--- config.mk ---
export PLATFORM = sky130hd
export DESIGN_NAME = mem_port_arbiter
export DESIGN_NICKNAME = d
export VERILOG_FILES = /design/src/rtl/mem_arb_pkg.sv /design/src/rtl/rr_arbiter2.sv /design/src/rtl/mem_port_arbiter.sv
export SDC_FILE = /design/constraint.sdc
export NUM_CORES = 1
export LEC_CHECK = 0
export BUFFER_PORTS_ARGS = -buffer_cell sky130_fd_sc_hd__buf_2
export CAP_MARGIN = 20
export CORE_MARGIN = 3
export CORE_UTILIZATION = 29
export CTS_BUF_LIST = sky130_fd_sc_hd__clkbuf_2 sky130_fd_sc_hd__clkbuf_4 sky130_fd_sc_hd__clkbuf_8
export CTS_CLUSTER_DIAMETER = 100
export DETAILED_ROUTE_END_ITERATION = 16
export GPL_ROUTABILITY_DRIVEN = 0
export PLACE_DENSITY = 0.71
export SYNTH_ARGS = -nofsm -noshare
export SYNTH_HDL_FRONTEND = slang
export SYNTH_SLANG_ARGS = --single-unit
--- constraint.sdc ---
create_clock -name clk -period 2 [get_ports clk]
set_input_delay 0.3 -clock clk [delete_from_list [all_inputs] [get_ports clk]]
set_output_delay 0.3 -clock clk [all_outputs]
set_load 0.1 [all_outputs]
--- src/rtl/mem_arb_pkg.sv ---
// Shared constants for the two-port memory arbiter: port indices and the
// per-port response state encoding.
package mem_arb_pkg;

    localparam int PORT_LSU = 0;
    localparam int PORT_IF  = 1;

    localparam logic [0:0] RSP_IDLE  = 1'b0;
    localparam logic [0:0] RSP_VALID = 1'b1;

    // A word access must start on a 4-byte boundary.
    function automatic logic is_misaligned(input logic [1:0] lsb);
        return lsb != 2'b00;
    endfunction

endpackage

--- src/rtl/rr_arbiter2.sv ---
// Two-way round-robin arbiter. A lone requester is always granted; on a tie
// the port that did not win the last accepted grant wins. The history only
// moves on an accept, so a stalled tie cannot flip the winner.
module rr_arbiter2 (
    input  logic       clk,
    input  logic       reset,
    input  logic [1:0] valid,
    input  logic       accept,
    output logic [1:0] grant
);

    logic last_grant_q;
    logic last_grant_d;

    // One-hot grant from the valids and the last winner.
    always_comb begin
        grant = 2'b00;
        case (valid)
            2'b01:   grant = 2'b01;
            2'b10:   grant = 2'b10;
            2'b11:   grant = last_grant_q ? 2'b01 : 2'b10;
            default: grant = 2'b00;
        endcase
    end

    // Remember the winner of each accepted grant.
    always_comb begin
        last_grant_d = last_grant_q;
        if (accept) begin
            last_grant_d = grant[1];
        end
    end

    // Reset to "port 1 won last" so port 0 takes the first tie.
    always_ff @(posedge clk) begin
        if (reset) begin
            last_grant_q <= 1'b1;
        end else begin
            last_grant_q <= last_grant_d;
        end
    end

endmodule

--- src/rtl/mem_port_arbiter.sv ---
// Shares one big-endian word memory between the load/store unit (port 0)
// and instruction fetch (port 1). One access per cycle, round-robin on ties,
// read data returned one cycle after the accept. Misaligned requests are
// accepted but never touch memory and respond with err set.
module mem_port_arbiter
    import mem_arb_pkg::*;
#(
    parameter int addresswidth = 28,
    parameter int datawidth    = 32
) (
    input  logic                    clk,
    input  logic                    reset,
    input  logic                    req0_valid,
    output logic                    req0_ready,
    input  logic [addresswidth-1:0] req0_address,
    input  logic                    req0_write,
    input  logic [datawidth-1:0]    req0_data,
    input  logic                    req1_valid,
    output logic                    req1_ready,
    input  logic [addresswidth-1:0] req1_address,
    output logic                    resp0_valid,
    output logic [datawidth-1:0]    resp0_data,
    output logic                    resp0_err,
    output logic                    resp1_valid,
    output logic [datawidth-1:0]    resp1_data,
    output logic                    resp1_err,
    output logic [addresswidth-1:0] mem_address,
    output logic                    mem_writeEnable,
    output logic [datawidth-1:0]    mem_dataIn,
    input  logic [datawidth-1:0]    mem_dataOut
);

    logic [1:0]                    valid_m;
    logic [1:0]                    grant;
    logic                          accept;
    logic                          misaligned;

    logic [1:0]                    rsp_state_q, rsp_state_d;
    logic [1:0][datawidth-1:0]     rsp_data_q, rsp_data_d;
    logic [1:0]                    rsp_err_q, rsp_err_d;

    // Nothing is granted while reset is held.
    assign valid_m = reset ? 2'b00 : {req1_valid, req0_valid};

    rr_arbiter2 u_rr (
        .clk    (clk),
        .reset  (reset),
        .valid  (valid_m),
        .accept (accept),
        .grant  (grant)
    );

    assign accept     = |grant;
    assign req0_ready = grant[PORT_LSU];
    assign req1_ready = grant[PORT_IF];

    // Memory drive: granted port's address, port 0 store data, all zero idle.
    always_comb begin
        mem_address     = '0;
        mem_dataIn      = '0;
        mem_writeEnable = 1'b0;
        if (grant[PORT_LSU]) begin
            mem_address = req0_address;
            mem_dataIn  = req0_data;
        end else if (grant[PORT_IF]) begin
            mem_address = req1_address;
        end
        misaligned      = is_misaligned(mem_address[1:0]);
        mem_writeEnable = grant[PORT_LSU] & req0_write & ~misaligned;
    end

    // Next response per port: load the read word on an accept, zero for
    // stores and misaligned accesses, otherwise fall back to idle.
    always_comb begin
        rsp_state_d = {RSP_IDLE, RSP_IDLE};
        rsp_data_d  = '0;
        rsp_err_d   = 2'b00;
        for (int p = 0; p < 2; p++) begin
            if (grant[p]) begin
                rsp_state_d[p] = RSP_VALID;
                rsp_err_d[p]   = misaligned;
                if (!(misaligned || (p == PORT_LSU && req0_write))) begin
                    rsp_data_d[p] = mem_dataOut;
                end
            end
        end
    end

    // Response registers, cleared by reset.
    always_ff @(posedge clk) begin
        if (reset) begin
            rsp_state_q <= {RSP_IDLE, RSP_IDLE};
            rsp_data_q  <= '0;
            rsp_err_q   <= 2'b00;
        end else begin
            rsp_state_q <= rsp_state_d;
            rsp_data_q  <= rsp_data_d;
            rsp_err_q   <= rsp_err_d;
        end
    end

    // A response pending when reset arrives is suppressed immediately.
    assign resp0_valid = (rsp_state_q[PORT_LSU] == RSP_VALID) && !reset;
    assign resp1_valid = (rsp_state_q[PORT_IF] == RSP_VALID) && !reset;
    assign resp0_data  = reset ? '0 : rsp_data_q[PORT_LSU];
    assign resp1_data  = reset ? '0 : rsp_data_q[PORT_IF];
    assign resp0_err   = rsp_err_q[PORT_LSU] & ~reset;
    assign resp1_err   = rsp_err_q[PORT_IF] & ~reset;

endmodule

* Yosys cells after proc, flatten, opt, wreduce, memory -nomap -nowiden
Index checks and enable logic that the tools add are counted.
** Word-level totals
- Bits in registers :: 69
- Input port bits :: 125
- Word-level logic and storage cells :: 37
- Output and inout port bits :: 131
** Operators by class
- Reduce and logical (&&, ||, !) cells :: 10
- Bitwise gates (word level) :: 8
- Mux-type cells :: 10
- Eq/ne operators :: 3
** Operator list (number)
- 32-bit 2-to-1 mux :: 3
- 28-bit 2-to-1 mux :: 2
- 2-bit case mux with 3 select lines :: 1
- 2-bit OR reduction :: 3
- 3-bit OR reduction :: 2
- 1-bit bitwise AND :: 4
- 2-bit == test, second input constant :: 2
- 2-bit 2-to-1 mux :: 2
- 1-bit inverter :: 4
- 2-bit by 1-bit == test with 1-bit output, second input constant :: 1
- 1-bit logical AND :: 2
- 1-bit 2-to-1 mux :: 2
- 2-bit nonzero test :: 1
- 1-bit zero test :: 1
- 1-bit logical OR :: 1

* Longest topological paths before layout
Gate-level depths: netlist (run 1).
- Depth after elaboration :: 8
- Depth in mapped cells :: 6
- Depth with buffers taken out :: 3

* By module
From an unflattened synthesis (run 1), not the netlist that was laid out.
** Unflattened totals
- Cells, all modules :: 308
- Area total of the unflattened synthesis :: 2945.3 um^2
** By module, submodules not included
- mem_port_arbiter :: cells an instance 302, instances 1, area an instance 2891.5 um^2, seq. area each 1361.3 um^2
- rr_arbiter2 :: cells an instance 6, instances 1, area an instance 53.8 um^2, seq. area each 20.0 um^2

* Worst setup path after synthesis (run 1)
Ideal clock, no wire load.
- Path kind :: register -> output
- Start :: register u_rr.last_grant_q
- End :: output port mem_writeEnable
- Arrival time :: 2.837 ns
- Buffers on the path :: 3
- Setup slack :: -1.137 ns
- Data required time :: 1.700 ns
- Stages on the path, launching flop included :: 7
- Path through :: dfxtp_1 nand2b_1 clkbuf_2 a32o_2 buf_6 buf_6 nor4_2
** Between the ends
- Longest elaborated chain between the ends :: 7
- Elaborated cells on any way between the ends :: 8
- Those cells by class :: mux (4); bitwise (3); reduce/logical (1)
** Ends and longest elaborated chain
- start: declaration :: line rr_arbiter2.sv:12 : logic last_grant_q;
- start signal: assignment :: line rr_arbiter2.sv:39 : last_grant_q <= last_grant_d;
- 2-bit 2-to-1 mux (*) :: line rr_arbiter2.sv:21 : 2'b11: grant = last_grant_q ? 2'b01 : 2'b10;
- 2-bit case mux with 3 select lines (*) :: line rr_arbiter2.sv:18 : case (valid)
- 28-bit 2-to-1 mux :: line mem_port_arbiter.sv:65 : end else if (grant[PORT_IF]) begin
- 28-bit 2-to-1 mux :: line mem_port_arbiter.sv:62 : if (grant[PORT_LSU]) begin
- 2-bit nonzero test :: line mem_arb_pkg.sv:13 : return lsb != 2'b00;
- 1-bit inverter :: line mem_port_arbiter.sv:69 : mem_writeEnable = grant[PORT_LSU] & req0_write & ~misaligned;
- 1-bit bitwise AND (*) :: line mem_port_arbiter.sv:69
- end: declaration :: line mem_port_arbiter.sv:28 : output logic mem_writeEnable,
Mark *: on every way between the ends. The rest lies on a longest branch, timed or not.

* Worst setup path in the final report (run 1)
Ends and elaborated chain as after synthesis.

==> results of run 1 <==
-- worst paths after layout --
check | start | endpoint | slack [ns] | depth (start not counted)
max | u_rr.last_grant_q$_SDFFE_PP1P_ | mem_writeEnable | -0.02 | 4
min | mem_dataOut[13] | rsp_data_q[45]$_SDFF_PP0_ | 0.23 | 3
max reg2reg | u_rr.last_grant_q$_SDFFE_PP1P_ | rsp_data_q[22]$_SDFF_PP0_ | 0.33 | 6
min reg2reg | u_rr.last_grant_q$_SDFFE_PP1P_ | u_rr.last_grant_q$_SDFFE_PP1P_ | 0.65 | 3
-- power by group through the flow --
stage	clock network (mW)	registers (mW)	logic, mW
after floorplan	0	1.45	1.04
after global routing	1.54	1.42	1.73
after global placement	0	1.45	1.60
after detailed placement	0	1.45	1.63
final	1.43	1.42	1.66
after CTS	1.47	1.42	1.65
-- worst reg2reg max path: stages, from the launching register on --
cell and delay, ns:
dfxtp_4 0.37, a21boi_4 0.07, buf_6 0.13, a32o_4 0.29, buf_4 0.14, buf_4 0.27, a211oi_1 0.32
-- routing by layer --
| metal | global-route usage | wire (um) | up-vias | part of all wire |
|---|---|---|---|---|
| met5 | 0 | 0 | - | 0 |
| li1 | - | - | 1939 | - |
| met3 | 0.0500 | 902 | 26 | 0.063 |
| met4 | 0.0799 | 410 | 0 | 0.029 |
| met2 | 0.355 | 7520 | 185 | 0.53 |
| met1 | 0.226 | 5460 | 1973 | 0.38 |
-- cell families after synthesis --
logic type / share of synthesized area
buffers and inverters: 0.0776
DFF: 0.379
and+or+nand+nor: 0.313
AOI/OAI and AO/OA: 0.231
-- state kept, by name (all words and copies together) (netlist names) --
register           cells
rsp_err_q              2
rsp_state_q            2
rsp_data_q            64
u_rr.last_grant_q      1
-- repair_timing --
action / 4_1_cts / 5_1_grt
gates cloned: 1 / 1
pin swaps: 3 / 3
buffers inserted: 3 / 1
setup endpoints to repair: 60 / 51
gates resized for setup: 6 / 4
-- layout by cell type, fill, tap and decap left out, drive strengths merged --
master	count
o21a	2
bufinv	3
nand4b	32
a21boi	1
dfxtp	69
clkinv	1
a22o	26
nor2b	69
and2	6
clkbuf	12
o21ai	1
nand2b	1
nand3	33
inv	1
clkinvlp	1
a211oi	64
nor4	1
a32o	2
nand2	2
buf	277
and3	32
-- cell type report --
| class | count | share of cell area |
|---|---|---|
| Timing Repair Buffer | 278 | 0.416 |
| Multi-Input combinational cell | 272 | 0.325 |
| Sequential cell | 69 | 0.194 |
| Inverter | 1 | 0.000700 |
| Tap cell | 168 | 0.0294 |
| Clock buffer | 11 | 0.0203 |
| Clock inverter | 5 | 0.0149 |
==> results.sh, run 1 <==
export IMPL_outcome="complete, but fails checks"
export IMPL_failed_checks="negative setup slack"
export IMPL_sw_frac_of_total=0.363
export IMPL_port_buffer_count=255
export IMPL_fin_util=0.588
export IMPL_clockBufferDepth=2
export IMPL_pwr_share_clk=0.317
export IMPL_dp_cells=782
export IMPL_total_power_mw=4.51
export IMPL_grt_max_degree=101
export IMPL_start_util=0.300
export IMPL_wl_per_cell_um=17.8
export IMPL_holdCritPathClass="input port to flop"
export IMPL_relSlewSlack=0.671
export IMPL_crit_slowest_cell="dfxtp_4"
export IMPL_cp_slowest_stage_delay_ns=0.36
export IMPL_yosysUniqueCellTypes=23
export IMPL_die_w_um=118
export IMPL_synth_main_ff_cell="dfxtp_1"
export IMPL_critPathTopFamily="simple AND/OR/NAND/NOR gates"
export IMPL_synth_edf_count=0
export IMPL_ctsHoldBuffers=0
export IMPL_crit_path_max_fanout=6
export IMPL_vias_per_cell=5.13
export IMPL_synth_area_mm2=0.00365
export IMPL_maxCapViolCount=0
export IMPL_rows=40
export IMPL_route_detailed_drc=0
export IMPL_wirelength_um=14300
export IMPL_tns_ns=-0.0169
export IMPL_holdWs_ns=0.227
export IMPL_synth_nets=526
export IMPL_synthArstFlopShare=0
export IMPL_yosysWarnings=0
export IMPL_dieArea_mm2=0.0140
export IMPL_start_kind="flop"
export IMPL_final_hold_viol_count=0
export IMPL_cp_required_ns=1.70
export IMPL_finalNetCount=756
export IMPL_dieHeight_um=118
export IMPL_power_per_cell_area_mw_per_mm2=631
export IMPL_design_area_mm2=0.00715
export IMPL_stdcell_count=804
export IMPL_synth_area_leader_cell="dfxtp_1"
export IMPL_synth_area_per_cell_um2=9.09
export IMPL_arrival_ns=1.72
export IMPL_synth_area_leaders="dfxtp_1 38%, nor2b_1 12%, a211oi_1 9.9%"
export IMPL_ys_ff_latch=69
export IMPL_power_leakage_nw=2.98
export IMPL_grt_first_pass_wirelength_um=22700
export IMPL_cts_root_buffer="clkbuf_8"
export IMPL_drt_iter0_drc=288
export IMPL_cts_sinks=69
export IMPL_critical_path_buf_inv_count=1
export IMPL_area_sequential_mm2=0.00139
export IMPL_ioPinCount=256
export IMPL_grt_setup_unrepaired="yes"
export IMPL_syn_to_final_growth_pct=96.0
export IMPL_worstPathCellList="nand2b_4, a32o_4, nor4_4, buf_12"
export IMPL_ir_drop_mv=0.262
export IMPL_post_dp_hpwl_um=10400
export IMPL_ys_seq_area_frac=0.379
export IMPL_synthCells=401
export IMPL_diodes=0
export IMPL_fin_crit_sh=1.01
export IMPL_p_comb_frac=0.368
export IMPL_vias=4123
export IMPL_cts_made_buffers=9
export IMPL_overflow=0
export IMPL_grt_pass1_vias=4308
export IMPL_grt_usage=0.199
export IMPL_setup_violations_final=1
export IMPL_internal_power_mw=2.87
export IMPL_fin_crit_ns=2.02
export IMPL_critPathCaptureType="primary output"
export IMPL_fmax_mhz=496
export IMPL_synth_top_area_frac=0.379
export IMPL_multi_input_area_mm2=0.00232
export IMPL_ys_top_cells_by_count="69 x dfxtp_1, 69 x nor2b_1, 48 x a211oi_1"
export IMPL_clk_pin_slew_ns=0.08
export IMPL_worst_pin_slew_ns=0.497
export IMPL_cts_tree="built"
export IMPL_crit_type="flop to primary output"
export IMPL_core_area_mm2=0.0122
export IMPL_pre_cts_slack_ns=0.194
export IMPL_final_antenna_net_count=0
export IMPL_drive_above_1_share=0.668
export IMPL_slew_viol_final=0
export IMPL_h_tree_depth=3
export IMPL_antenna_found_initial=0
export IMPL_p_switching_mw=1.64
export IMPL_first_pass_iters=4
export IMPL_layout_setup_ws_ns=-0.0169
export IMPL_clk_latency_ns=0.34
export IMPL_place_area_mm2=0.00676
export IMPL_clock_skew_ns=0.0102
export IMPL_power_frac_seq=0.315
export IMPL_fill_cells=988
No activity file was read; power rests on OpenSTA's default activity.
==> run 2: changes to the inputs <==
- CORE_ASPECT_RATIO: default -> 1.1
==> results.sh, run 2 (synthesized netlist as in run 1, its figures left out) <==
export IMPL_outcome="complete, but fails checks"
export IMPL_failed_checks="negative setup slack"
export IMPL_cts_tree="built"
export IMPL_cp_required_ns=1.70
export IMPL_fin_crit_ns=2.02
export IMPL_antenna_found_initial=0
export IMPL_internal_power_mw=2.68
export IMPL_dp_cells=771
export IMPL_vias_per_cell=5.20
export IMPL_die_w_um=113
export IMPL_pre_cts_slack_ns=0.105
export IMPL_place_area_mm2=0.00643
export IMPL_pwr_share_clk=0.297
export IMPL_total_power_mw=4.29
export IMPL_design_area_mm2=0.00672
export IMPL_p_comb_frac=0.372
export IMPL_largest_reg_flops=64
export IMPL_worst_pin_slew_ns=0.592
export IMPL_fin_crit_sh=1.01
export IMPL_ir_drop_mv=0.304
export IMPL_grt_usage=0.191
export IMPL_slew_viol_final=0
export IMPL_start_util=0.300
export IMPL_sw_frac_of_total=0.375
export IMPL_crit_slowest_cell="dfxtp_2"
export IMPL_grt_first_pass_wirelength_um=21400
export IMPL_critPathCaptureType="primary output"
export IMPL_stdcell_count=790
export IMPL_relSlewSlack=0.605
export IMPL_clk_latency_ns=0.34
export IMPL_wl_per_cell_um=17.5
export IMPL_top_regs="rsp_data_q (64), rsp_err_q (2), rsp_state_q (2)"
export IMPL_route_detailed_drc=0
export IMPL_mostFrequentLayoutCells="177 x buf_2, 78 x buf_12, 68 x dfxtp_1, 52 x nor2b_2, 48 x a211oi_1"
export IMPL_cts_made_buffers=9
export IMPL_vias=4109
export IMPL_worstPathCellList="nand2b_4, a32o_4, nor4_4, buf_12"
export IMPL_ioPinCount=256
export IMPL_grt_max_degree=67
export IMPL_cp_slowest_stage_delay_ns=0.35
export IMPL_crit_path_max_fanout=7
export IMPL_power_frac_seq=0.331
export IMPL_port_buffer_count=255
export IMPL_p_switching_mw=1.61
export IMPL_final_common_cell="buf_2"
export IMPL_top_register="rsp_data_q"
export IMPL_final_hold_viol_count=0
export IMPL_drive_above_1_share=0.660
export IMPL_setup_violations_final=1
export IMPL_layout_setup_ws_ns=-0.0228
export IMPL_arrival_ns=1.72
export IMPL_drt_iter0_drc=220
export IMPL_post_dp_hpwl_um=10600
export IMPL_maxCapViolCount=0
export IMPL_fill_cells=1063
export IMPL_critical_path_buf_inv_count=1
export IMPL_critPathTopFamily="simple AND/OR/NAND/NOR gates"
export IMPL_overflow=0
export IMPL_diodes=0
export IMPL_dieHeight_um=124
export IMPL_power_leakage_nw=2.87
export IMPL_h_tree_depth=3
export IMPL_clock_skew_ns=0.00659
export IMPL_clk_pin_slew_ns=0.08
export IMPL_power_per_cell_area_mw_per_mm2=639
export IMPL_cts_root_buffer="clkbuf_8"
export IMPL_crit_type="flop to primary output"
export IMPL_core_area_mm2=0.0121
export IMPL_clockBufferDepth=2
export IMPL_holdCritPathClass="input port to flop"
export IMPL_cts_sinks=69
export IMPL_grt_pass1_vias=4160
export IMPL_first_pass_iters=5
export IMPL_dieArea_mm2=0.0140
export IMPL_rows=42
export IMPL_start_kind="flop"
export IMPL_grt_setup_unrepaired="yes"
export IMPL_wirelength_um=13800
export IMPL_finalNetCount=756
export IMPL_holdWs_ns=0.229
export IMPL_final_antenna_net_count=0
export IMPL_syn_to_final_growth_pct=84.2
export IMPL_fmax_mhz=494
run 2: cell types whose count changed in the layout (fill, tap and decap cells not counted), moves of 2 or more:
cell / before / now
buf_12: 99 / 78
buf_2: 159 / 177
buf_4: 17 / 22
a22o_1: 4 / 8
a22o_4: 12 / 8
clkinv_2: 1 / 3
run 2: area by class of cell:
type                       instances  area [um^2]  area share
clock inverter                     6         86.3      0.0129
sequential                        69         1380       0.206
timing repair buffer             278         2620       0.391
tap                              154          193      0.0287
clock buffer                      10          138      0.0205
multi-input combinational        272         2290       0.341
inverter                           1         5.00    0.000745
run 2: power groups by stage:
stage | logic, mW | registers [mW] | clock network (mW)
CTS | 1.60 | 1.42 | 1.31
floorplan | 1.04 | 1.45 | 0
finish | 1.60 | 1.42 | 1.27
global placement | 1.56 | 1.45 | 0
global route | 1.66 | 1.42 | 1.38
detailed placement | 1.59 | 1.45 | 0
run 2: per-layer routing:
layer / vias up / GRT usage / routed length, um
met5: - / 0 / 0
met4: 0 / 0.0624 / 238
met2: 183 / 0.336 / 7170
li1: 1934 / - / -
met3: 23 / 0.0544 / 1030
met1: 1969 / 0.225 / 5380
run 2: repair_timing:
item	in CTS	in global routing
hold buffers	0	0
resized for setup	10	1
setup endpoints to repair	58	57
buffers inserted	0	3
pin swaps	1	2
run 2: path summary, 6_finish.rpt:
kind	from	slack (ns)	cells after the start	to
worst max-delay path	u_rr.last_grant_q$_SDFFE_PP1P_	-0.02	4	mem_writeEnable
worst min-delay path	mem_dataOut[12]	0.23	3	rsp_data_q[44]$_SDFF_PP0_
worst max register to register	u_rr.last_grant_q$_SDFFE_PP1P_	0.40	4	rsp_data_q[47]$_SDFF_PP0_
worst min register to register	u_rr.last_grant_q$_SDFFE_PP1P_	0.58	3	u_rr.last_grant_q$_SDFFE_PP1P_
run 2: worst register-to-register path, delay by kind of cell, from the launching register on:
kind / cells / cell delay (ns)
buffers and inverters: 1 / 0.46
AOI/OAI and AO/OA: 2 / 0.44
DFF: 1 / 0.38
and+or+nand+nor: 1 / 0.19
run 2: per-stage QoR:
step	TNS, ns	util
finish	-0.0228	0.553
global placement	0	0.530
floorplan	-4.22	-
detailed placement	0	0.530
CTS	-0.0800	0.551
global route	-1.37	0.553
